<file path="src/rtl/procom_pkg.sv">
`default_nettype none
// ============================================================================
// Module      : procom_pkg
// Description : Shared definitions for the convolution result path: the
//               collect/readout state encoding, a constant-width helper and
//               the output-image size derivation (also used by bram_control).
// Revision    : 1.0 - initial release
// ============================================================================
package procom_pkg;

   typedef enum logic {
      ST_COLLECT = 1'b0,
      ST_READOUT = 1'b1
   } state_t;

   // Number of bits needed to represent 'value'; never less than 1.
   function automatic int clogb2(input int value);
      int v;
      int r;
      v = value;
      r = 0;
      while (v > 0) begin
         r = r + 1;
         v = v >> 1;
      end
      if (r < 1) r = 1;
      return r;
   endfunction

   // Valid-convolution output size along one dimension.
   function automatic int out_dim(input int image_dim, input int kernel_dim);
      return image_dim - kernel_dim + 1;
   endfunction

endpackage
`default_nettype wire

</file>
<file path="src/rtl/sdp_bram.sv">
`default_nettype none
// ============================================================================
// Module      : sdp_bram
// Description : Simple dual-port block RAM, one write port and one read port
//               with a registered output. Contents are never cleared; only
//               the read data register is reset.
// Ports       : clk      - clock, rising edge
//               reset    - asynchronous, active-low (read register only)
//               wr_en    - write strobe
//               wr_addr  - write address
//               wr_data  - write data
//               rd_en    - read strobe, data appears next cycle
//               rd_addr  - read address
//               rd_data  - registered read data, holds when rd_en=0
// Revision    : 1.0 - initial release
// ============================================================================
module sdp_bram
   import procom_pkg::*;
#(
   parameter int RAM_WIDTH = 8,
   parameter int RAM_DEPTH = 64,
   parameter int ADDR_W    = clogb2(RAM_DEPTH - 1)
)(
   input  logic                 clk,
   input  logic                 reset,
   input  logic                 wr_en,
   input  logic [ADDR_W-1:0]    wr_addr,
   input  logic [RAM_WIDTH-1:0] wr_data,
   input  logic                 rd_en,
   input  logic [ADDR_W-1:0]    rd_addr,
   output logic [RAM_WIDTH-1:0] rd_data
);

   logic [RAM_WIDTH-1:0] mem [RAM_DEPTH];

   // Storage array carries no reset so it maps onto block RAM.
   always_ff @(posedge clk) begin
      if (wr_en) mem[wr_addr] <= wr_data;
   end

   always_ff @(posedge clk or negedge reset) begin
      if (!reset)     rd_data <= '0;
      else if (rd_en) rd_data <= mem[rd_addr];
   end

endmodule
`default_nettype wire

</file>
<file path="src/rtl/conv_result_writer.sv">
`default_nettype none
// ============================================================================
// Module      : conv_result_writer
// Description : Collects convolution result pixels into an internal BRAM in
//               raster order (transposing a column-major input stream when
//               COLUMN_MAJOR=1), then serves the completed frame to the host
//               one word per read strobe.
// Ports       : clk               - clock, rising edge
//               reset             - asynchronous, active-low
//               i_valid_from_conv - result pixel present on i_from_conv
//               i_from_conv       - result pixel
//               i_read_valid      - host read strobe
//               o_data_from_mem   - registered read data
//               o_read_data_valid - o_data_from_mem updated this cycle
//               o_frame_ready     - full frame stored, readout allowed
//               o_read_done       - pulse with the last word of a frame
//               o_overflow        - sticky: pixel arrived during readout
// Revision    : 1.0 - initial release
// ============================================================================
module conv_result_writer
   import procom_pkg::*;
#(
   parameter int RAM_WIDTH    = 8,
   parameter int IMAGE_WIDTH  = 10,
   parameter int IMAGE_HEIGHT = 10,
   parameter int KERNEL_WIDTH = 3,
   parameter int COLUMN_MAJOR = 1
)(
   input  logic                 clk,
   input  logic                 reset,
   input  logic                 i_valid_from_conv,
   input  logic [RAM_WIDTH-1:0] i_from_conv,
   input  logic                 i_read_valid,
   output logic [RAM_WIDTH-1:0] o_data_from_mem,
   output logic                 o_read_data_valid,
   output logic                 o_frame_ready,
   output logic                 o_read_done,
   output logic                 o_overflow
);

   localparam int OUT_W  = out_dim(IMAGE_WIDTH, KERNEL_WIDTH);
   localparam int OUT_H  = out_dim(IMAGE_HEIGHT, KERNEL_WIDTH);
   localparam int N_PIX  = OUT_W * OUT_H;
   localparam int ADDR_W = clogb2(N_PIX - 1);
   localparam logic [ADDR_W-1:0] LAST_ADDR = ADDR_W'(N_PIX - 1);

   state_t            state;
   state_t            state_next;
   logic              wr_en;
   logic              rd_en;
   logic              ovf_set;
   logic              wr_last;
   logic              rd_last;
   logic [ADDR_W-1:0] wr_addr;
   logic [ADDR_W-1:0] rd_addr;

   // ------------------------------------------------------------------------
   // Control FSM. Writes happen only in COLLECT and reads only in READOUT,
   // so the BRAM never sees a read and write of the same address together.
   // ------------------------------------------------------------------------
   always_ff @(posedge clk or negedge reset) begin
      if (!reset) state <= ST_COLLECT;
      else        state <= state_next;
   end

   always_comb begin
      state_next = state;
      wr_en      = 1'b0;
      rd_en      = 1'b0;
      ovf_set    = 1'b0;
      case (state)
         ST_COLLECT: begin
            if (i_valid_from_conv) begin
               wr_en = 1'b1;
               if (wr_last) state_next = ST_READOUT;
            end
         end
         ST_READOUT: begin
            ovf_set = i_valid_from_conv;
            if (i_read_valid) begin
               rd_en = 1'b1;
               if (rd_last) state_next = ST_COLLECT;
            end
         end
         default: state_next = ST_COLLECT;
      endcase
   end

   // ------------------------------------------------------------------------
   // Write address generation
   // ------------------------------------------------------------------------
   generate
      if (COLUMN_MAJOR != 0) begin : g_column_major
         localparam int COL_W = clogb2(OUT_W - 1);
         localparam int ROW_W = clogb2(OUT_H - 1);

         logic [COL_W-1:0] col;
         logic [ROW_W-1:0] row;
         logic             row_wrap;

         assign row_wrap = (row == ROW_W'(OUT_H - 1));
         assign wr_last  = row_wrap && (col == COL_W'(OUT_W - 1));
         // Transpose on the fly: constant multiply only.
         assign wr_addr  = ADDR_W'(row) * ADDR_W'(OUT_W) + ADDR_W'(col);

         always_ff @(posedge clk or negedge reset) begin
            if (!reset) begin
               col <= '0;
               row <= '0;
            end else if (wr_en) begin
               if (wr_last) begin
                  col <= '0;
                  row <= '0;
               end else if (row_wrap) begin
                  row <= '0;
                  col <= col + 1'b1;
               end else begin
                  row <= row + 1'b1;
               end
            end
         end
      end else begin : g_raster
         logic [ADDR_W-1:0] lin;

         assign wr_addr = lin;
         assign wr_last = (lin == LAST_ADDR);

         always_ff @(posedge clk or negedge reset) begin
            if (!reset)     lin <= '0;
            else if (wr_en) lin <= wr_last ? '0 : lin + 1'b1;
         end
      end
   endgenerate

   // ------------------------------------------------------------------------
   // Read address and output flags
   // ------------------------------------------------------------------------
   assign rd_last = (rd_addr == LAST_ADDR);

   always_ff @(posedge clk or negedge reset) begin
      if (!reset) begin
         rd_addr           <= '0;
         o_read_data_valid <= 1'b0;
         o_read_done       <= 1'b0;
         o_overflow        <= 1'b0;
      end else begin
         if (rd_en) rd_addr <= rd_last ? '0 : rd_addr + 1'b1;
         o_read_data_valid <= rd_en;
         o_read_done       <= rd_en && rd_last;
         o_overflow        <= o_overflow || ovf_set;
      end
   end

   // Registered state already gives the one-cycle delay after the last write.
   assign o_frame_ready = (state == ST_READOUT);

   sdp_bram #(
      .RAM_WIDTH (RAM_WIDTH),
      .RAM_DEPTH (N_PIX),
      .ADDR_W    (ADDR_W)
   ) u_bram (
      .clk     (clk),
      .reset   (reset),
      .wr_en   (wr_en),
      .wr_addr (wr_addr),
      .wr_data (i_from_conv),
      .rd_en   (rd_en),
      .rd_addr (rd_addr),
      .rd_data (o_data_from_mem)
   );

endmodule
`default_nettype wire

</file>
<file path="config.mk">
export PLATFORM = sky130hd
export DESIGN_NAME = conv_result_writer
export DESIGN_NICKNAME = d
export VERILOG_FILES = /design/src/rtl/procom_pkg.sv /design/src/rtl/sdp_bram.sv /design/src/rtl/conv_result_writer.sv
export SDC_FILE = /design/constraint.sdc
export NUM_CORES = 1
export LEC_CHECK = 0
export ABC_AREA = 0
export ABC_CLOCK_PERIOD_IN_PS = 4100
export CELL_PAD_IN_SITES_DETAIL_PLACEMENT = 1
export CELL_PAD_IN_SITES_GLOBAL_PLACEMENT = 1
export CORE_ASPECT_RATIO = 1.4
export CORE_MARGIN = 4
export CORE_UTILIZATION = 40
export CTS_CLUSTER_SIZE = 25
export DETAILED_ROUTE_END_ITERATION = 10
export HOLD_SLACK_MARGIN = 0.1
export PLACE_DENSITY = 0.66
export SKIP_LAST_GASP = 1
export SLEW_MARGIN = 10
export SYNTH_ARGS = -nofsm -noshare
export SYNTH_HDL_FRONTEND = slang
export SYNTH_HIERARCHICAL = 1
export SYNTH_SLANG_ARGS = --single-unit
export TNS_END_PERCENT = 1
</file>
<file path="constraint.sdc">
create_clock -name clk -period 4.1 [get_ports clk]
set_clock_uncertainty 0.15 [all_clocks]
set_input_delay 0.615 -clock clk [delete_from_list [all_inputs] [get_ports clk]]
set_output_delay 0.615 -clock clk [all_outputs]
set_load 0.005 [all_outputs]
</file>
==> impl_summary.txt, run 1 <==
----------------------------------------------------
[Outcome]
  Run status ... finished, final reports clean

[Placement]
  Post-Place Setup Slack ... 0.649 ns
  Hpwl dp ... approximately 33 mm
  Port-buffer cells ... 23
  Final GP Congestion ... between 0.8 and 0.9
  Placed cell areas ... roughly 0.022 mm^2

[Synthesis]
  Distinct cells, synth ... 43
  Mapped cell area ... 0.0210 mm^2
  Synthesized netlist cell count ... 1004
  EDFF count, synth ... around 510
  Synthesized area per cell ... ~21 um^2
  Flip-flop and latch count after synthesis ... around 540
  Most area-hungry cell type in the Yosys netlist ... sky130_fd_sc_hd__edfxtp_1
  Syn_nets ... slightly above 1k
  Synth async-reset ratio ... under 10%
  Top-count cell post-synth ... sky130_fd_sc_hd__edfxtp_1
  Synth cell count leaders ... sky130_fd_sc_hd__edfxtp_1, sky130_fd_sc_hd__mux4_2, sky130_fd_sc_hd__nor2_1
  Most area-consuming cells after synthesis ... sky130_fd_sc_hd__edfxtp_1, sky130_fd_sc_hd__mux4_2, sky130_fd_sc_hd__dfrtp_1
  Part of the Yosys area used for sequential elements ... between 70% and 80%
  Top-area cell type share of the netlist area ... roughly three quarters
  Yosys warning count ... 6
  Primary flip-flop cell chosen by synthesis mapping ... sky130_fd_sc_hd__edfxtp_1

[Detailed routing]
  Final WL ... 49.5 mm
  Vias post-DR ... 9935
  Initial detailed-routing violation count ... 894
  First-pass iteration count of the detailed router ... 5
  Number of nets with antenna violations after detailed routing ... 0
  DRC viols ... 0
  Drt wl/cell ... between 20 and 30 um
  Via/cell ratio ... 5.58

[Clock network]
  Htree depth ... 2
  Number of buffers created by CTS ... 49
  Post-CTS resize count ... 0
  Insertion delay to the later sink of the worst-skew pair ... around 0.57 ns
  Post-CTS Repair Setup Buffers ... 0
  TritonCTS clock tree ... yes
  Maximum clock path buffer count ... 3
  Root Driver ... sky130_fd_sc_hd__clkbuf_16
  Clock-pin transition on the worst setup and hold timing paths ... approximately 0.070 ns
  Number of hold buffers added after cts ... 0
  Sink Count ... 536

[Worst setup path]
  Slowest-stage cell, CP ... sky130_fd_sc_hd__dfrtp_4
  Worst Setup Start Kind ... register
  Worst path top cell family by delay ... multiplexers
  Critical Path Fanout Max ... 28
  CP peak stage delay ... slightly above 0.8 ns
  Critical path data required time ... about 4.4 ns
  Total buffers and inverters traversed by the critical path ... 1
  Start-to-end type of the worst setup path ... register to register
  Critical path cell sequence ... buf_4, mux4_2, mux2_2, a221oi_1, o221ai_1
  Arrival time at the worst endpoint ... ~3.3 ns
  Endpoint kind of the worst setup timing path ... register

[GRT]
  Largest net degree at the start of global routing ... between 50 and 60
  Total global-route track usage ... approximately 18%
  Initial antenna violation count ... 0
  Grt ovf ... 0
  First-pass GRT wire length ... 74.2 mm
  Vias in the first global route ... about 11k

[STA]
  Setup violation total in the final timing report ... 0
  Highest clock rate ... 328 MHz
  RSZ-0062 raised after global routing ... no
  Tightest slew margin relative to the limit ... 35.2%
  Setup ws final ... approximately 1.0 ns
  Hold violation total from the final report ... 0
  Fraction of the cycle the final worst path needs ... 74.5%
  Final critical delay including setup and external delays ... approximately 3 ns
  Setup TNS ... 0 ns
  Slew at the pin closest to its max-slew limit ... approximately 0.97 ns
  Pins over their slew limit ... 0

[Power and ir drop]
  Power density relative to cell area ... 543 mW/mm^2
  Static leakage power ... approximately 7.4 nW
  Maximum vdd ir drop ... 0.000284 V

[Layout]
  Final Instance Area ... 0.0239 mm^2
  Area growth syn-to-layout ... 14.0%
  Filler instances ... roughly 4.8k
  Share of cells above drive strength 1 ... 27.4%
  Antenna diodes ... 0
  Final core utilization ... between 40% and 50%
  Net total in the final layout ... between 1k and 1.5k

[Floorplanning]
  Starting density of the core ... around two fifths
  Core area ... 0.0520 mm^2
  Die Span Y ... 279 um
  Die area ... 0.0563 mm^2
  Die boundary width ... between 200 and 250 um
  Number of placement rows ... just under 100
  IO Pins ... 24

[Hold path]
  Tightest Hold Check Type ... register to register

[Job]
  Count of max-cap constraint violations ... 0

----------------------------------------------------
## through the flow
| stage | hold slack, ns | power (mW) | cells |
|---|---|---|---|
| 2_1_floorplan | 0.169 | 7.65 | 1004 |
| 3_3_place_gp | 0.290 | 8.37 | 1691 |
| 3_5_place_dp | 0.301 | 8.42 | 1691 |
| 4_1_cts | 0.315 | 13.2 | 1782 |
| 5_1_grt | 0.349 | 13.5 | 1782 |
| 6_report | 0.312 | 13.0 | 1782 |
## cell usage in the layout (no fill, tap or decap), types with 2 or more instances in the layout
master	synthesis	final
sky130_fd_sc_hd__o31ai_1	3	3
sky130_fd_sc_hd__nor2_1	78	78
sky130_fd_sc_hd__a21boi_0	2	2
sky130_fd_sc_hd__inv_1	9	9
sky130_fd_sc_hd__o21ai_0	3	3
sky130_fd_sc_hd__clkinvlp_4	0	4
sky130_fd_sc_hd__a22oi_1	16	16
sky130_fd_sc_hd__nor2b_1	5	5
sky130_fd_sc_hd__clkbuf_16	0	51
sky130_fd_sc_hd__mux4_2	120	120
sky130_fd_sc_hd__nand2_1	15	15
sky130_fd_sc_hd__or3_1	2	2
sky130_fd_sc_hd__dfrtp_1	24	21
sky130_fd_sc_hd__clkbuf_1	23	6
sky130_fd_sc_hd__clkinv_2	1	10
sky130_fd_sc_hd__clkdlybuf4s50_1	0	15
sky130_fd_sc_hd__nand3b_1	3	3
sky130_fd_sc_hd__o221ai_1	16	16
sky130_fd_sc_hd__clkinv_1	0	11
sky130_fd_sc_hd__nand4_1	2	2
sky130_fd_sc_hd__and2_1	2	2
sky130_fd_sc_hd__xnor2_1	2	2
sky130_fd_sc_hd__buf_4	1	59
sky130_fd_sc_hd__bufinv_16	0	8
sky130_fd_sc_hd__o22ai_1	8	8
sky130_fd_sc_hd__dfrtp_4	0	3
sky130_fd_sc_hd__ha_1	6	6
sky130_fd_sc_hd__a21oi_1	2	2
sky130_fd_sc_hd__mux2i_1	40	40
sky130_fd_sc_hd__nand2b_1	6	6
sky130_fd_sc_hd__mux2_4	3	3
sky130_fd_sc_hd__mux2_1	2	2
sky130_fd_sc_hd__mux2_2	32	32
sky130_fd_sc_hd__buf_12	0	4
sky130_fd_sc_hd__buf_2	20	8
sky130_fd_sc_hd__edfxtp_1	512	512
sky130_fd_sc_hd__nand3_1	16	16
sky130_fd_sc_hd__a221oi_1	8	8
sky130_fd_sc_hd__nor3_1	2	2
## path summary, 6_finish.rpt
check,end,slack (ns),start,depth (start not counted)
max in group asynchronous,g_column_major.row[1]$_DFFE_PN0P_,2.66,reset,2
max reg2reg,u_bram/rd_data[2]$_DFFE_PN0P_,1.05,rd_addr[0]$_DFFE_PN0P_,5
min in group asynchronous,u_bram/rd_data[4]$_DFFE_PN0P_,0.44,reset,1
min reg2reg,o_overflow$_DFF_PN0_,0.31,o_overflow$_DFF_PN0_,1
max,u_bram/rd_data[2]$_DFFE_PN0P_,1.05,rd_addr[0]$_DFFE_PN0P_,5
min,o_overflow$_DFF_PN0_,0.31,o_overflow$_DFF_PN0_,1
## final cells by class
cell class	instances	area (um^2)	area share, %
flip-flops and latches	536	16000	66.8
multi-input cells	403	4710	19.7
clock buffers	57	1300	5.42
well taps	656	821	3.43
repair buffers	86	713	2.98
clock inverters	34	374	1.56
inverters	10	38.8	0.162
## logic make-up (layout without fill, tap and decap cells)
group                    after synthesis  in the layout  share of synthesized area [%]
flip-flops                           536            536                           76.0
AND/OR/NAND/NOR                      137            137                           2.97
multiplexers                         197            197                           16.8
XOR/XNOR                               2              2                         0.0834
buffers and inverters                 65            187                           1.52
adder cells (fa/ha/maj)                6              6                          0.357
AO/OA/AOI/OAI                         61             61                           2.23
## metal layers
| metal | part of all wire [%] | GRT usage (%) | wire, um | up-vias |
|---|---|---|---|---|
| met1 | 40 | 22.2 | 19800 | 5338 |
| met2 | 54 | 31.9 | 26500 | 209 |
| met3 | 2.9 | 1.99 | 1430 | 80 |
| met5 | 0 | 0 | 0 | - |
| met4 | 3.5 | 6.45 | 1730 | 0 |
| li1 | - | - | - | 4308 |
## power breakdown
part           switching, mW  internal (mW)  total [mW]  leakage [nW]
Combinational          0.943          0.813        1.76          1.69
Clock                   1.97           2.77        4.74         0.810
Sequential             0.258           6.25        6.51          4.89
## flip-flops by register name, indices dropped and copies added (netlist names)
name,flops
g_column_major.col,3
o_read_done,1
g_column_major.row,3
u_bram/mem,512
u_bram/rd_data,8
rd_addr,6
o_frame_ready,1
o_overflow,1
o_read_data_valid,1
Note: power is estimated with default switching activity, not from simulation.
==> run 2, diff against run 1 <==
Settings changed: ABC_CLOCK_PERIOD_IN_PS 4100 to 2750, PLACE_DENSITY 0.66 to 0.68.
Clock period 4.1 ns to 2.75 ns, I/O delays scaled along.
==> run 2 against run 1 <==
Effect of this change: maximum frequency is 18% higher; core utilization up 0.82 points; sequential share of layout area decreased by 1.2 points; global-route usage up 0.14 points; critical endpoint is now u_bram/rd_data[6]$_DFFE_PN0P_; critical path depth up 1.
==> impl_summary.txt, run 2 (synthesized netlist as in run 1, its figures left out) <==
----------------------------------------------------
[Outcome]
  Run status ... finished, final reports clean

[Clock network]
  Number of buffers created by CTS ... 47 (-4.1%)
  Htree depth ... 2 (unchanged)
  TritonCTS clock tree ... yes
  Sink Count ... 536 (unchanged)
  Clock-pin transition on the worst setup and hold timing paths ... 0.06 ns (about the same)
  Insertion delay to the later sink of the worst-skew pair ... 0.56 ns (about the same)
  Root Driver ... sky130_fd_sc_hd__clkbuf_16
  Maximum clock path buffer count ... 3 (unchanged)
  Post-CTS Repair Setup Buffers ... 0 (unchanged)

[Worst setup path]
  Worst Reg-to-Reg Cells ... 6 (+1)
  Worst reg2reg setup slack ... 0.16 ns (-0.89 ns)
  Endpoint kind of the worst setup timing path ... register
  Start-to-end type of the worst setup path ... register to register
  Number of logic stages on the critical path including buffering ... 6 (+1)
  CP startpoint ... rd_addr[2]$_DFFE_PN0P_
  Critical path capture point ... u_bram/rd_data[6]$_DFFE_PN0P_
  Worst Setup Start Kind ... register
  Critical Path Fanout Max ... 22 (-21%)
  Critical path cell sequence ... buf_4, mux4_2, mux2i_1, a22oi_1, nand3_1, o221ai_1
  Total buffers and inverters traversed by the critical path ... 1 (unchanged)
  CP peak stage delay ... 0.56 ns (-0.26 ns)
  Worst flop-to-flop path endpoint ... u_bram/rd_data[6]$_DFFE_PN0P_
  Critical path data required time ... 3.01 ns (-1.36 ns)
  Arrival time at the worst endpoint ... 2.85 ns (-0.48 ns)
  Worst path top cell family by delay ... multiplexers
  Worst R2R Start ... rd_addr[2]$_DFFE_PN0P_
  Slowest-stage cell, CP ... sky130_fd_sc_hd__mux4_2

[Floorplanning]
  IO Pins ... 24 (unchanged)
  Number of placement rows ... 99 (unchanged)
  Die Span Y ... 279 um (unchanged)
  Core area ... 0.0520 mm^2 (unchanged)
  Die boundary width ... 202 um (unchanged)
  Starting density of the core ... 40.4% (unchanged)
  Die area ... 0.0563 mm^2 (unchanged)

[Detailed routing]
  Drt wl/cell ... 27.1 um (-2.4%)
  Via/cell ratio ... 5.53 (-0.74%)
  Number of nets with antenna violations after detailed routing ... 0 (unchanged)
  DRC viols ... 0 (unchanged)
  Initial detailed-routing violation count ... 847 (-5.3%)
  First-pass iteration count of the detailed router ... 5 (unchanged)
  Vias post-DR ... 10.2k (+2.6%)
  Final WL ... 49.9 mm (+0.90%)

[Placement]
  Final GP Congestion ... 0.822 (+0.43%)
  Hpwl dp ... 32.8 mm (+0.18%)
  Port-buffer cells ... 23 (unchanged)
  Post-Place Setup Slack ... -0.101 ns (-0.751 ns)

[STA]
  Slew at the pin closest to its max-slew limit ... 0.694 ns (-0.275 ns)
  Tightest slew margin relative to the limit ... 53.7% (+19 points)
  RSZ-0062 raised after global routing ... no
  Highest clock rate ... 386 MHz (+18%)
  Hold violation total from the final report ... 0 (unchanged)
  Setup violation total in the final timing report ... 0 (unchanged)
  Final critical delay including setup and external delays ... 2.59 ns (-0.464 ns)
  Setup ws final ... 0.162 ns (-0.886 ns)
  Fraction of the cycle the final worst path needs ... 94.1% (+20 points)
  Setup TNS ... 0 ns (unchanged)
  Pins over their slew limit ... 0 (unchanged)

[Power and ir drop]
  Maximum vdd ir drop ... 0.000414 V (+46%)
  Power density relative to cell area ... 770 mW/mm^2 (+42%)
  Static leakage power ... 7.68 nW (+3.9%)

[Hold path]
  Tightest Hold Check Type ... input port to register

[Layout]
  Number of flip-flops in the largest register ... 512 (unchanged)
  Register with the highest flop count ... u_bram/mem
  Commonest cells after routing, fill and taps aside ... sky130_fd_sc_hd__edfxtp_1, sky130_fd_sc_hd__mux4_2, sky130_fd_sc_hd__buf_4
  Most common cell after layout, fill and taps aside ... sky130_fd_sc_hd__edfxtp_1
  Filler instances ... 4760 (-0.54%)
  Antenna diodes ... 0 (unchanged)
  Net total in the final layout ... 1173 (+6.3%)
  Registers with the most flip-flops ... u_bram/mem: 512 flops, u_bram/rd_data: 8 flops, rd_addr: 6 flops
  Area growth syn-to-layout ... 16.0%
  Final core utilization ... 46.9% (+0.82 points)
  Share of cells above drive strength 1 ... 30.4% (+2.9 points)

[GRT]
  Vias in the first global route ... 11.2k (+2.8%)
  Grt ovf ... 0 (unchanged)
  Largest net degree at the start of global routing ... 65 (+25%)
  Initial antenna violation count ... 1 (+1)
  Total global-route track usage ... 17.8% (+0.14 points)
  First-pass GRT wire length ... 74.8 mm (+0.91%)

[Job]
  Count of max-cap constraint violations ... 0 (unchanged)

----------------------------------------------------
==> run 2: changes by cell type in the layout (fill, tap and decap cells not counted), sizes merged <==
cell         change
buf             +70
bufinv           -6
clkbuf          +11
clkinv          -11
clkinvlp         -4
dlygate4sd3      +1
inv              -1
==> run 2: worst min path at each step <==
stage / startpoint / to / slack (ns) / depth (start not counted)
after floorplan: reset / g_column_major.col[0]$_DFFE_PN0P_ / -0.03 / 0
after global placement: o_overflow$_DFF_PN0_ / o_overflow$_DFF_PN0_ / 0.32 / 1
after detailed placement: o_overflow$_DFF_PN0_ / o_overflow$_DFF_PN0_ / 0.31 / 1
after CTS: i_from_conv[7] / u_bram/mem[30][7]$_DFFE_PP_ / 0.22 / 2
after global routing: i_from_conv[0] / u_bram/mem[39][0]$_DFFE_PP_ / 0.20 / 2
final: i_from_conv[2] / u_bram/mem[60][2]$_DFFE_PP_ / 0.19 / 2
==> run 2: repair_timing <==
item | 4_1_cts | 5_1_grt
hold buffers | 1 | 0
hold endpoints to repair | 7 | 0
gates resized for setup | 0 | 0
==> run 2: stage by stage <==
stage / hold slack [ns] / std cells / total power, mW / cell area, um^2
after global routing: 0.196 / 1842 / 19.5 / 24400
after global placement: 0.319 / 1761 / 12.7 / 23000
after CTS: 0.215 / 1842 / 19.0 / 24400
after detailed placement: 0.314 / 1761 / 12.8 / 23000
final: 0.194 / 1842 / 18.8 / 24400
after floorplan: -0.0331 / 1004 / 11.4 / 21000
==> run 2: per-layer routing <==
| layer | vias to the layer above | GRT usage [%] | wire (um) |
|---|---|---|---|
| li1 | 4429 | - | - |
| met4 | 0 | 7.75 | 2260 |
| met2 | 242 | 31.5 | 26200 |
| met5 | - | 0 | 0 |
| met1 | 5427 | 22.5 | 19800 |
| met3 | 96 | 1.93 | 1640 |
==> run 2: cell type report <==
type / instances / area, um^2 / area share (%)
Clock buffer: 68 / 1300 / 5.32
Multi-Input combinational cell: 403 / 4710 / 19.3
Clock inverter: 12 / 106 / 0.436
Sequential cell: 536 / 16000 / 65.6
Inverter: 10 / 38.8 / 0.159
Timing Repair Buffer: 157 / 1410 / 5.79
Tap cell: 656 / 821 / 3.37
==> run 2: power breakdown <==
group,total (mW),switching [mW],internal [mW]
clock,6.18,2.73,3.45
sequential,9.60,0.284,9.32
combinational,2.99,1.58,1.41
==> run 3, diff against run 2 <==
Settings changed: PLACE_DENSITY 0.68 to 0.72, SYNTH_HIERARCHICAL 1 to default.
==> run 3 against run 2 <==
Effect of this change: clock-buffer cell count is 5 lower; cell area is 1.0% higher; global-route usage increased by 1.0 points; die area grew 0.44%; flip-flop and latch count did not move; synthesized area is 0.45% higher; synthesized cell count up 8.7%; critical path depth unchanged; core utilization rose by 0.36 points; cell count rose by 6.8%; register-to-register slack barely moved; sequential power shrank 2.5%; largest cell class unchanged.
==> impl_summary.txt, run 3 <==
----------------------------------------------------
[Outcome]
  Run status ... finished, final reports clean

[STA]
  Highest clock rate ... 385 MHz (-0.42%)
  Pins over their slew limit ... 0 (unchanged)
  Setup violation total in the final timing report ... 0 (unchanged)
  Slew at the pin closest to its max-slew limit ... 0.795 ns (+0.101 ns)
  Smallest hold slack ... 0.154 ns (-0.0399 ns)
  RSZ-0062 raised after global routing ... no
  Fraction of the cycle the final worst path needs ... 94.5% (+0.40 points)
  Setup TNS ... 0 ns (unchanged)
  Setup ws final ... 0.151 ns (-0.0110 ns)
  Hold violation total from the final report ... 0 (unchanged)
  Final critical delay including setup and external delays ... 2.60 ns (+0.0110 ns)
  Tightest slew margin relative to the limit ... 47.0% (-6.7 points)

[Worst setup path]
  Critical path data required time ... 3.04 ns (+0.03 ns)
  Endpoint kind of the worst setup timing path ... register
  Slowest-stage cell, CP ... sky130_fd_sc_hd__dfrtp_4
  Worst Reg-to-Reg Cells ... 6 (unchanged)
  CP peak stage delay ... 0.53 ns (-0.03 ns)
  Critical path cell sequence ... buf_12, mux2i_1, o22ai_1, or4_1, a32oi_1, a32oi_1
  Worst Setup Start Kind ... register
  Start-to-end type of the worst setup path ... register to register
  Critical Path Fanout Max ... 28 (+27%)
  Top cell by count, worst path ... sky130_fd_sc_hd__a32oi_1
  Arrival time at the worst endpoint ... 2.88 ns (+0.03 ns)

[Detailed routing]
  DRC viols ... 0 (unchanged)
  First-pass iteration count of the detailed router ... 5 (unchanged)
  Via/cell ratio ... 5.51 (-0.35%)
  Drt wl/cell ... 27.1 um (about the same)
  Initial detailed-routing violation count ... 1014 (+20%)
  Final WL ... 53.4 mm (+6.9%)
  Number of nets with antenna violations after detailed routing ... 0 (unchanged)
  Vias post-DR ... 10.8k (+6.4%)

[Synthesis]
  Most area-consuming cells after synthesis ... sky130_fd_sc_hd__edfxtp_1, sky130_fd_sc_hd__mux4_2, sky130_fd_sc_hd__mux2_2
  Synth async-reset ratio ... 4.48% (unchanged)
  Simple-Gate Fraction of Synth Area ... 4.69% (+1.7 points)
  Adder and majority cell fraction of the synthesized area ... 0.356% (-0.0016 points)
  Flip-flop and latch count after synthesis ... 536 (unchanged)
  Mapped cell area ... 0.0211 mm^2 (+0.45%)
  Synthesized netlist cell count ... 1091 (+8.7%)
  Part of the Yosys area used for sequential elements ... 75.7% (-0.34 points)
  Area share of xor/xnor cells in the synthesized design ... 0.125% (+0.041 points)
  Share of the synthesized area in compound gates (AO/OA/AOI/OAI) ... 2.96% (+0.73 points)
  Top-area cell type share of the netlist area ... 72.9% (-0.33 points)
  Synthesized area per cell ... 19.3 um^2 (-7.6%)
  Top-count cell post-synth ... sky130_fd_sc_hd__edfxtp_1
  Most area-hungry cell type in the Yosys netlist ... sky130_fd_sc_hd__edfxtp_1
  Primary flip-flop cell chosen by synthesis mapping ... sky130_fd_sc_hd__edfxtp_1
  Syn_nets ... 1109 (+8.5%)
  Multiplexer fraction of the synthesized cell area ... 14.7% (-2.2 points)
  Synth cell count leaders ... sky130_fd_sc_hd__edfxtp_1, sky130_fd_sc_hd__mux4_2, sky130_fd_sc_hd__nor2_1
  Dominant combinational cell family by area after synthesis ... multiplexers
  Yosys warning count ... 0 (-6)
  EDFF count, synth ... 512 (unchanged)
  Distinct cells, synth ... 44 (+2.3%)

[GRT]
  Grt ovf ... 0 (unchanged)
  Largest net degree at the start of global routing ... 65 (unchanged)
  Vias in the first global route ... 12.0k (+6.9%)
  Total global-route track usage ... 18.9% (+1.0 points)
  First-pass GRT wire length ... 79.4 mm (+6.1%)
  Initial antenna violation count ... 1 (unchanged)

[Layout]
  Final core utilization ... 47.2% (+0.36 points)
  Area growth syn-to-layout ... 16.7%
  Register with the highest flop count ... u_bram.mem
  Post-Layout Cell Count ... 1967 (+6.8%)
  Most common cell after layout, fill and taps aside ... sky130_fd_sc_hd__edfxtp_1
  Share of cells above drive strength 1 ... 28.5% (-1.9 points)
  Net total in the final layout ... 1240 (+5.7%)
  Final Instance Area ... 0.0246 mm^2 (+1.0%)
  Number of flip-flops in the largest register ... 512 (unchanged)
  Registers with the most flip-flops ... u_bram.mem: 512 flops, u_bram.rd_data: 8 flops, rd_addr: 6 flops
  Antenna diodes ... 0 (unchanged)
  Commonest cells after routing, fill and taps aside ... sky130_fd_sc_hd__edfxtp_1, sky130_fd_sc_hd__buf_4, sky130_fd_sc_hd__mux4_2

[Hold path]
  Hold Path Stages ... 1 (-1)
  Tightest Hold Check Type ... input port to register

[Floorplanning]
  Number of placement rows ... 99 (unchanged)
  Die boundary width ... 202 um (+0.22%)
  Die area ... 0.0566 mm^2 (+0.44%)
  IO Pins ... 24 (unchanged)
  Core area ... 0.0521 mm^2 (+0.24%)
  Starting density of the core ... 40.5% (+0.086 points)
  Die Span Y ... 280 um (+0.22%)

[Job]
  Count of max-cap constraint violations ... 0 (unchanged)

[Clock network]
  Htree depth ... 2 (unchanged)
  Insertion delay to the later sink of the worst-skew pair ... 0.57 ns (about the same)
  Root Driver ... sky130_fd_sc_hd__clkbuf_16
  Number of buffers created by CTS ... 47 (unchanged)
  Maximum clock path buffer count ... 3 (unchanged)
  Sink Count ... 536 (unchanged)
  Clock-pin transition on the worst setup and hold timing paths ... 0.07 ns (about the same)
  TritonCTS clock tree ... yes

[Placement]
  Port-buffer cells ... 23 (unchanged)
  Placed Instances ... 1879 (+6.7%)
  Final GP Congestion ... 0.819 (-0.41%)
  Hpwl dp ... 35.8 mm (+9.2%)
  Placed cell areas ... 0.0230 mm^2 (about the same)
  Post-Place Setup Slack ... 0.0450 ns (+0.146 ns)

[Power and ir drop]
  Maximum vdd ir drop ... 0.000517 V (+25%)
  Static leakage power ... 7.73 nW (+0.71%)
  Power density relative to cell area ... 705 mW/mm^2 (-8.4%)
  Overall power ... 17.4 mW (-7.5%)

----------------------------------------------------
run 3: cell count changes in the layout (fill, tap and decap cells not counted), moves of 17 or more:
cell	change
sky130_fd_sc_hd__buf_4	-17
sky130_fd_sc_hd__nand2_1	+34
sky130_fd_sc_hd__o22ai_1	+20
sky130_fd_sc_hd__mux2_2	+23
sky130_fd_sc_hd__mux4_2	-26
sky130_fd_sc_hd__nor3_1	+25
run 3: timing repair:
| item | CTS | global route |
|---|---|---|
| hold endpoints to repair | 10 | 0 |
| hold buffers | 1 | 0 |
| setup buffers | 0 | 0 |
| resized for setup | 0 | 1 |
| endpoints found under the setup margin | 0 | 1 |
run 3: path summary, 6_finish.rpt:
path | startpoint | to | slack, ns
worst min-delay path | i_from_conv[4] | u_bram.mem[5][4]$_DFFE_PP_ | 0.15
worst max register to register | rd_addr[0]$_DFFE_PN0N_ | u_bram.rd_data[7]$_DFFE_PN0N_ | 0.15
min in group asynchronous | reset | u_bram.rd_data[7]$_DFFE_PN0N_ | 0.64
worst max-delay path | rd_addr[0]$_DFFE_PN0N_ | u_bram.rd_data[7]$_DFFE_PN0N_ | 0.15
worst min register to register | o_overflow$_DFF_PN0_ | o_overflow$_DFF_PN0_ | 0.33
max in group asynchronous | reset | rd_addr[1]$_DFFE_PN0N_ | 1.50
run 3: area by class of cell:
| type | instances | area, um^2 |
|---|---|---|
| flip-flops and latches | 536 | 16000 |
| inverters | 1 | 3.75 |
| clock buffers | 63 | 1330 |
| fillers | 4792 | 27500 |
| repair buffers | 140 | 1280 |
| well taps | 707 | 885 |
| multi-input cells | 496 | 4810 |
| clock inverters | 24 | 323 |
run 3: worst max-delay path: cells and delay by family (launching register included):
kind            cells  cell delay, ns
flops               1            0.53
simple gates        1            0.50
buf+inv             1            0.26
mux                 1            0.38
compound gates      3            0.62
run 3: power breakdown:
part / internal (mW) / switching [mW] / total, mW
combinational: 0.352 / 0.684 / 1.04
sequential: 9.18 / 0.180 / 9.36
clock: 4.08 / 2.90 / 6.97
run 3: cells by family after synthesis:
| kind of cell | Yosys count |
|---|---|
| adders and majority gates | 6 |
| xor gates and xnor gates | 3 |
| buffers and inverters | 59 |
| AOI/OAI and AO/OA | 95 |
| and+or+nand+nor | 209 |
| muxes | 183 |
| DFF | 536 |
run 3: metal layers:
layer | part of all wire, % | global-route usage [%] | wire length (um)
met1 | 38 | 22.6 | 20400
met2 | 52 | 33.5 | 28000
met3 | 3.9 | 2.42 | 2090
met4 | 5.5 | 9.75 | 2930
met5 | 0 | 0 | 0
